**src/rtl/adc_status_monitor.sv**
```systemverilog
// adc_status_monitor: per-channel saturation flags/counters and windowed peak |sample| readout.
// Optional STATUS_HEX_EN adds hex_sel/hex_out, a 4-digit active-low 7-segment view of one channel's peak.
module adc_status_monitor #(
  parameter int N_CH        = 4,
  parameter int DATA_W      = 16,
  parameter int CNT_W       = 16,
  parameter int STRETCH_CYC = 5_000_000,
  parameter int WIN_CYC     = 50_000_000
`ifdef STATUS_HEX_EN
  ,
  localparam int HEX_SEL_W  = (N_CH > 1) ? $clog2(N_CH) : 1
`endif
) (
  input  logic                     clk,
  input  logic                     reset_n,
  input  logic [N_CH*DATA_W-1:0]   adc_data,
  input  logic                     adc_valid,
  input  logic                     clear,
  output logic [N_CH-1:0]          sat_led,
  output logic                     sat_any,
  output logic [N_CH*CNT_W-1:0]    sat_count,
  output logic [N_CH*DATA_W-1:0]   peak_abs,
  output logic                     peak_valid
`ifdef STATUS_HEX_EN
  ,
  input  logic [HEX_SEL_W-1:0]     hex_sel,
  output logic [27:0]              hex_out
`endif
);

  localparam int STR_W = $clog2(STRETCH_CYC + 1);
  localparam int WIN_W = (WIN_CYC > 1) ? $clog2(WIN_CYC) : 1;
  localparam logic [DATA_W-1:0] S_MAX    = {1'b0, {(DATA_W-1){1'b1}}};
  localparam logic [DATA_W-1:0] S_MIN    = {1'b1, {(DATA_W-1){1'b0}}};
  localparam logic [STR_W-1:0]  STR_LOAD = STR_W'(STRETCH_CYC);
  localparam logic [WIN_W-1:0]  WIN_LAST = WIN_W'(WIN_CYC - 1);

  logic [DATA_W-1:0] samp      [N_CH];
  logic [DATA_W-1:0] mag       [N_CH];
  logic [DATA_W-1:0] cand      [N_CH];
  logic [N_CH-1:0]   sat_hit;

  logic [STR_W-1:0]  stretch_q [N_CH];
  logic [STR_W-1:0]  stretch_d [N_CH];
  logic [CNT_W-1:0]  cnt_q     [N_CH];
  logic [CNT_W-1:0]  cnt_d     [N_CH];
  logic [DATA_W-1:0] run_q     [N_CH];
  logic [DATA_W-1:0] run_d     [N_CH];
  logic [DATA_W-1:0] peak_q    [N_CH];
  logic [DATA_W-1:0] peak_d    [N_CH];

  logic [N_CH-1:0]   led_q, led_d;
  logic              any_q, any_d;
  logic [WIN_W-1:0]  win_q, win_d;
  logic              pv_q, pv_d;
  logic              win_last;

  always_comb begin
    win_last = (win_q == WIN_LAST);
    if (clear || win_last) win_d = '0;
    else                   win_d = win_q + 1'b1;
    pv_d = win_last && !clear;

    for (int i = 0; i < N_CH; i++) begin
      samp[i]    = adc_data[i*DATA_W +: DATA_W];
      sat_hit[i] = adc_valid && ((samp[i] == S_MAX) || (samp[i] == S_MIN));
      // The most negative code has no positive twin, so it folds onto full scale.
      if (samp[i] == S_MIN)         mag[i] = S_MAX;
      else if (samp[i][DATA_W-1])   mag[i] = -samp[i];
      else                          mag[i] = samp[i];
      cand[i] = (adc_valid && (mag[i] > run_q[i])) ? mag[i] : run_q[i];

      stretch_d[i] = stretch_q[i];
      cnt_d[i]     = cnt_q[i];
      run_d[i]     = run_q[i];
      peak_d[i]    = peak_q[i];

      if (clear) begin
        stretch_d[i] = '0;
        cnt_d[i]     = '0;
        run_d[i]     = '0;
        peak_d[i]    = '0;
      end else begin
        if (sat_hit[i])               stretch_d[i] = STR_LOAD;
        else if (stretch_q[i] != '0)  stretch_d[i] = stretch_q[i] - 1'b1;

        if (sat_hit[i] && (cnt_q[i] != '1)) cnt_d[i] = cnt_q[i] + 1'b1;

        if (win_last) begin
          peak_d[i] = cand[i];
          run_d[i]  = '0;
        end else begin
          run_d[i]  = cand[i];
        end
      end
    end

    led_d = '0;
    for (int i = 0; i < N_CH; i++) led_d[i] = (stretch_d[i] != '0);
    any_d = |led_d;
  end

  always_ff @(posedge clk or negedge reset_n) begin
    if (!reset_n) begin
      for (int i = 0; i < N_CH; i++) begin
        stretch_q[i] <= '0;
        cnt_q[i]     <= '0;
        run_q[i]     <= '0;
        peak_q[i]    <= '0;
      end
      led_q <= '0;
      any_q <= 1'b0;
      win_q <= '0;
      pv_q  <= 1'b0;
    end else begin
      for (int i = 0; i < N_CH; i++) begin
        stretch_q[i] <= stretch_d[i];
        cnt_q[i]     <= cnt_d[i];
        run_q[i]     <= run_d[i];
        peak_q[i]    <= peak_d[i];
      end
      led_q <= led_d;
      any_q <= any_d;
      win_q <= win_d;
      pv_q  <= pv_d;
    end
  end

  for (genvar g = 0; g < N_CH; g++) begin : g_pack
    assign sat_count[g*CNT_W +: CNT_W]  = cnt_q[g];
    assign peak_abs[g*DATA_W +: DATA_W] = peak_q[g];
  end

  assign sat_led    = led_q;
  assign sat_any    = any_q;
  assign peak_valid = pv_q;

`ifdef STATUS_HEX_EN
  localparam int HEX_SHIFT = (DATA_W > 16) ? DATA_W - 16 : 0;

  logic [15:0] hex_word;
  logic        hex_dash;
  logic [27:0] hex_d, hex_q;

  // Segment order gfedcba, active-low.
  function automatic logic [6:0] seg7(input logic [3:0] n);
    case (n)
      4'h0: seg7 = 7'h40;  4'h1: seg7 = 7'h79;  4'h2: seg7 = 7'h24;  4'h3: seg7 = 7'h30;
      4'h4: seg7 = 7'h19;  4'h5: seg7 = 7'h12;  4'h6: seg7 = 7'h02;  4'h7: seg7 = 7'h78;
      4'h8: seg7 = 7'h00;  4'h9: seg7 = 7'h10;  4'hA: seg7 = 7'h08;  4'hB: seg7 = 7'h03;
      4'hC: seg7 = 7'h46;  4'hD: seg7 = 7'h21;  4'hE: seg7 = 7'h06;  default: seg7 = 7'h0E;
    endcase
  endfunction

  always_comb begin
    hex_word = '0;
    hex_dash = (32'(hex_sel) >= 32'(N_CH));
    for (int i = 0; i < N_CH; i++)
      if (hex_sel == HEX_SEL_W'(i)) hex_word = 16'(peak_q[i] >> HEX_SHIFT);
    hex_d = '1;
    for (int k = 0; k < 4; k++)
      hex_d[7*k +: 7] = hex_dash ? 7'h3F : seg7(hex_word[4*k +: 4]);
  end

  always_ff @(posedge clk or negedge reset_n) begin
    if (!reset_n) hex_q <= 28'h7FF_FFFF;
    else          hex_q <= hex_d;
  end

  assign hex_out = hex_q;
`endif

endmodule

```
**config.mk**
```make
export PLATFORM = sky130hd
export DESIGN_NAME = adc_status_monitor
export DESIGN_NICKNAME = d
export VERILOG_FILES = /design/src/rtl/adc_status_monitor.sv
export SDC_FILE = /design/constraint.sdc
export NUM_CORES = 1
export LEC_CHECK = 0
export CAP_MARGIN = 30
export CORE_AREA = 2 2 187 189
export DETAILED_ROUTE_END_ITERATION = 12
export DIE_AREA = 0 0 189 191
export PLACE_DENSITY_LB_ADDON = 0.3
export SYNTH_ARGS = -nofsm -noshare
export SYNTH_HDL_FRONTEND = slang
export SYNTH_SLANG_ARGS = --single-unit
```
**constraint.sdc**
```tcl
create_clock -name clk -period 6 [get_ports clk]
set_input_delay 1.2 -clock clk [delete_from_list [all_inputs] [get_ports clk]]
set_output_delay 1.2 -clock clk [all_outputs]
set_load 0.05 [all_outputs]
```
==> results.md <==
* Max-slew violations at 0
* DRC Markers at 0
* Combinational power share at 40.5%
* Area after DPL at 0.0211 mm^2
* Int Pwr at 5.10 mW
* Vias at 16116
* Worst Skew at 0.0209 ns
* CP arrival at 5.64 ns
* Multi-input logic area at 0.00994 mm^2
* Grt ovf at 0
* Root buf cell: clkbuf_16
* Slowest stage delay, CP at 0.62 ns
* CTS tree: built
* Tmin final at 5.27 ns
* Initial antenna violation count at 0
* Maxcap violations at 0
* Post-synth EDFFs at 0
* CP Launch Type: input pin
* Worst-Margin Slew at 1.02 ns
* Initial DRC count at 1024
* #FFs+latches synth at 316
* CTS sink count at 316
* Pre-antenna DRT Iters at 7
* Final setup margin at 0.729 ns
* Routability Congestion at 0.898
* Final setup viols at 0
* Post-synthesis sequential area ratio at 42.6%
* Synth Instances at 2048
* # fillers at 2763
* Power density cells at 376 mW/mm^2
* Final period utilization at 87.9%
* Final Cell Area at 0.0223 mm^2
* Yosys warns at 0
* Post-synth top area cell: dfrtp_1
* Post-CTS Setup Inserts at 0
* Diodes inserted at 0
* Synth top area share at 42.6%
* Worst min path class: register to register
* Setup CP Type: input pin to register
* Routed len/inst at 17.3 um
* Ranking of synthesized cells by area: dfrtp_1 43%, ha_1 5.7%, nor2_1 5.1%
* Ys flop type: dfrtp_1
* Leakage at 9.72 nW
* Fraction of registers with async set/reset at 100%
* CTS Buf Count at 36
* Io pins at 202
* Vias in the first global route at 15702
* Chip width at 189 um
* Clock power share at 26.3%
* Port Buf Inserts at 201
* Core area at 0.0341 mm^2
* Total routed wirelength at 46800 um
* Worst-Skew Late Latency at 0.52 ns
* Share of cells above drive strength 1 at 5.64%
* Sw Share at 39.3%
* Status: completed
* DIE AREA at 0.0361 mm^2
* Post_cts resized at 0
* Critical Path RT at 6.37 ns
* Largest net degree at the start of global routing at 117
* Setup TNS at 0 ns
* Mapped Nets at 2201
* First-pass GRT wire length at 77300 um
* Storage cell area at 0.00791 mm^2
* Post-DP HPWL at 33000 um
* Max_slew headroom at 31.0%
* RSZ-0062 raised after global routing: false
* Final nets at 2378
* Initial core utilization at 54.4%
* Max Freq at 0.190 GHz
* DP Worst Slack at 0.262 ns
* Via density at 5.95
* Switch Pwr at 3.29 mW
* WHS at 0.490 ns
* Die height at 191 um
* Num rows at 68
* Slowest CP cell: or4_4
* Post-Syn Area at 0.0186 mm^2
* CP endpoint kind: register
* Clock buffer depth at 3
* Remaining antenna violation count at 0
* GR Util All Layers at 25.7%
* CTS clk-pin slew, worst paths at 0.06 ns
* Layout area overhead at 20.0%
* Peak supply drop at 234 uV
* Sequential share of power at 33.2%
* Syn_area_per_cell at 9.07 um^2
* Fin. Hold Viols at 0
* Hold buffers post-CTS at 0
* Cells along the critical path: clkdlybuf4s50_1, or4_4, nor4_1, nand3_1, nand2_1, xor2_1, nand2b_1, ha_1, a21o_1, a21o_1, a211oi_1, o21ai_0, o211ai_1, a31o_2, mux2i_1, a211oi_1
* Count of cell types in the netlist at 76
* H-tree depth at 2
* Crit Path Max Fanout at 16
* Layout Utilization at 65.3%
synthesized netlist by cell type (all sizes together), types with 7 or more instances:
cell type and count:
mux2i 73, buf 7, a211oi 18, a21oi 78, nor2 251, clkbuf 78
nand2 194, or3 37, nand3 53, or4 28, and4 11, dfrtp 316
o21ai 107, nor2b 19, nand4 61, xnor2 50, inv 108, or4b 8
o41ai 15, nor4b 15, and2 16, nand2b 9, o22ai 28, nor3 48
or2 7, o31ai 21, nor4 48, and3 18, a31oi 12, a21o 18
nor3b 10, o211ai 16, xor2 106, ha 85, o21a 12
layer usage:
metal	global-route usage, %	share of wire [%]	wire length (um)	vias up
li1	-	-	-	7685
met1	34.9	44	20800	7888
met3	4.53	6.2	2900	65
met2	42.6	48	22300	478
met4	6.70	1.8	850	0
met5	0	0	0	-
logic make-up after synthesis:
logic type | synth area share, %
AOI/OAI and AO/OA | 12.6
DFF | 42.6
and+or+nand+nor | 23.6
xor gates and xnor gates | 7.36
adders and majority gates | 5.73
muxes | 4.18
buffers and inverters | 4.03
final timing paths:
| kind | from | endpoint | slack [ns] | depth (start not counted) |
|---|---|---|---|---|
| max in group asynchronous | reset_n | stretch_q[67]$_DFF_PN0_ | 3.90 | 2 |
| setup / recovery | adc_data[34] | peak_abs[47]$_DFFE_PN0N_ | 0.73 | 16 |
| hold / removal | peak_abs[38]$_DFFE_PN0N_ | peak_abs[38]$_DFFE_PN0N_ | 0.49 | 2 |
| setup reg to reg | stretch_q[23]$_DFF_PN0_ | sat_any$_DFF_PN0_ | 1.78 | 10 |
| min in group asynchronous | reset_n | peak_abs[52]$_DFFE_PN0N_ | 0.75 | 1 |
| hold reg to reg | peak_abs[38]$_DFFE_PN0N_ | peak_abs[38]$_DFFE_PN0N_ | 0.49 | 2 |
flip-flops by register name, summed over array words and instances, names as in the netlist:
register and flops:
peak_abs 64, sat_any 1, sat_led 4, peak_valid 1, stretch_q 92, win_q 26
run_q 64, sat_count 64
cell type report:
| type | count | share of cell area [%] |
|---|---|---|
| Inverter | 109 | 1.84 |
| Timing Repair Buffer | 224 | 10.1 |
| Multi-Input combinational cell | 1538 | 44.6 |
| Sequential cell | 316 | 35.5 |
| Clock buffer | 48 | 4.70 |
| Clock inverter | 18 | 0.724 |
| Tap cell | 455 | 2.55 |
stage by stage:
step	instances	total power [mW]
CTS	2707	8.38
floorplan	2048	5.34
global route	2708	8.95
detailed placement	2641	6.13
global placement	2639	6.03
finish	2708	8.39
worst max-delay path, delay by kind of cell:
family	cells	cell delay [ns]
and+or+nand+nor	5	1.54
AOI/OAI and AO/OA	7	1.50
buffers and inverters	1	0.53
muxes	1	0.42
adders and majority gates	1	0.30
xor gates and xnor gates	1	0.15
layout by cell type (no fill, tap or decap), types with 19 or more instances in the layout:
cell             Yosys  final
clkbuf_16            0     38
inv_1              108    108
nand4_1             61     61
mux2i_1             73     73
nor3_1              48     48
xor2_1             106    106
a21oi_1             78     77
buf_4                0     19
nand3_1             52     52
o22ai_1             28     28
o31ai_1             21     21
o21ai_0            105    103
xnor2_1             50     50
dfrtp_1            316    316
clkdlybuf4s50_1      0    199
or4_1               24     24
ha_1                85     85
nand2_1            193    193
nor2b_1             19     19
nor4_1              45     44
or3_1               37     37
nor2_1             251    250
power by group through the flow:
stage,combinational (mW),clock (mW),sequential [mW]
detailed placement,3.32,0,2.81
global placement,3.23,0,2.79
finish,3.40,2.21,2.79
floorplan,2.62,0,2.72
CTS,3.35,2.25,2.78
global route,3.77,2.34,2.83
(Power assumes the default switching activity.)
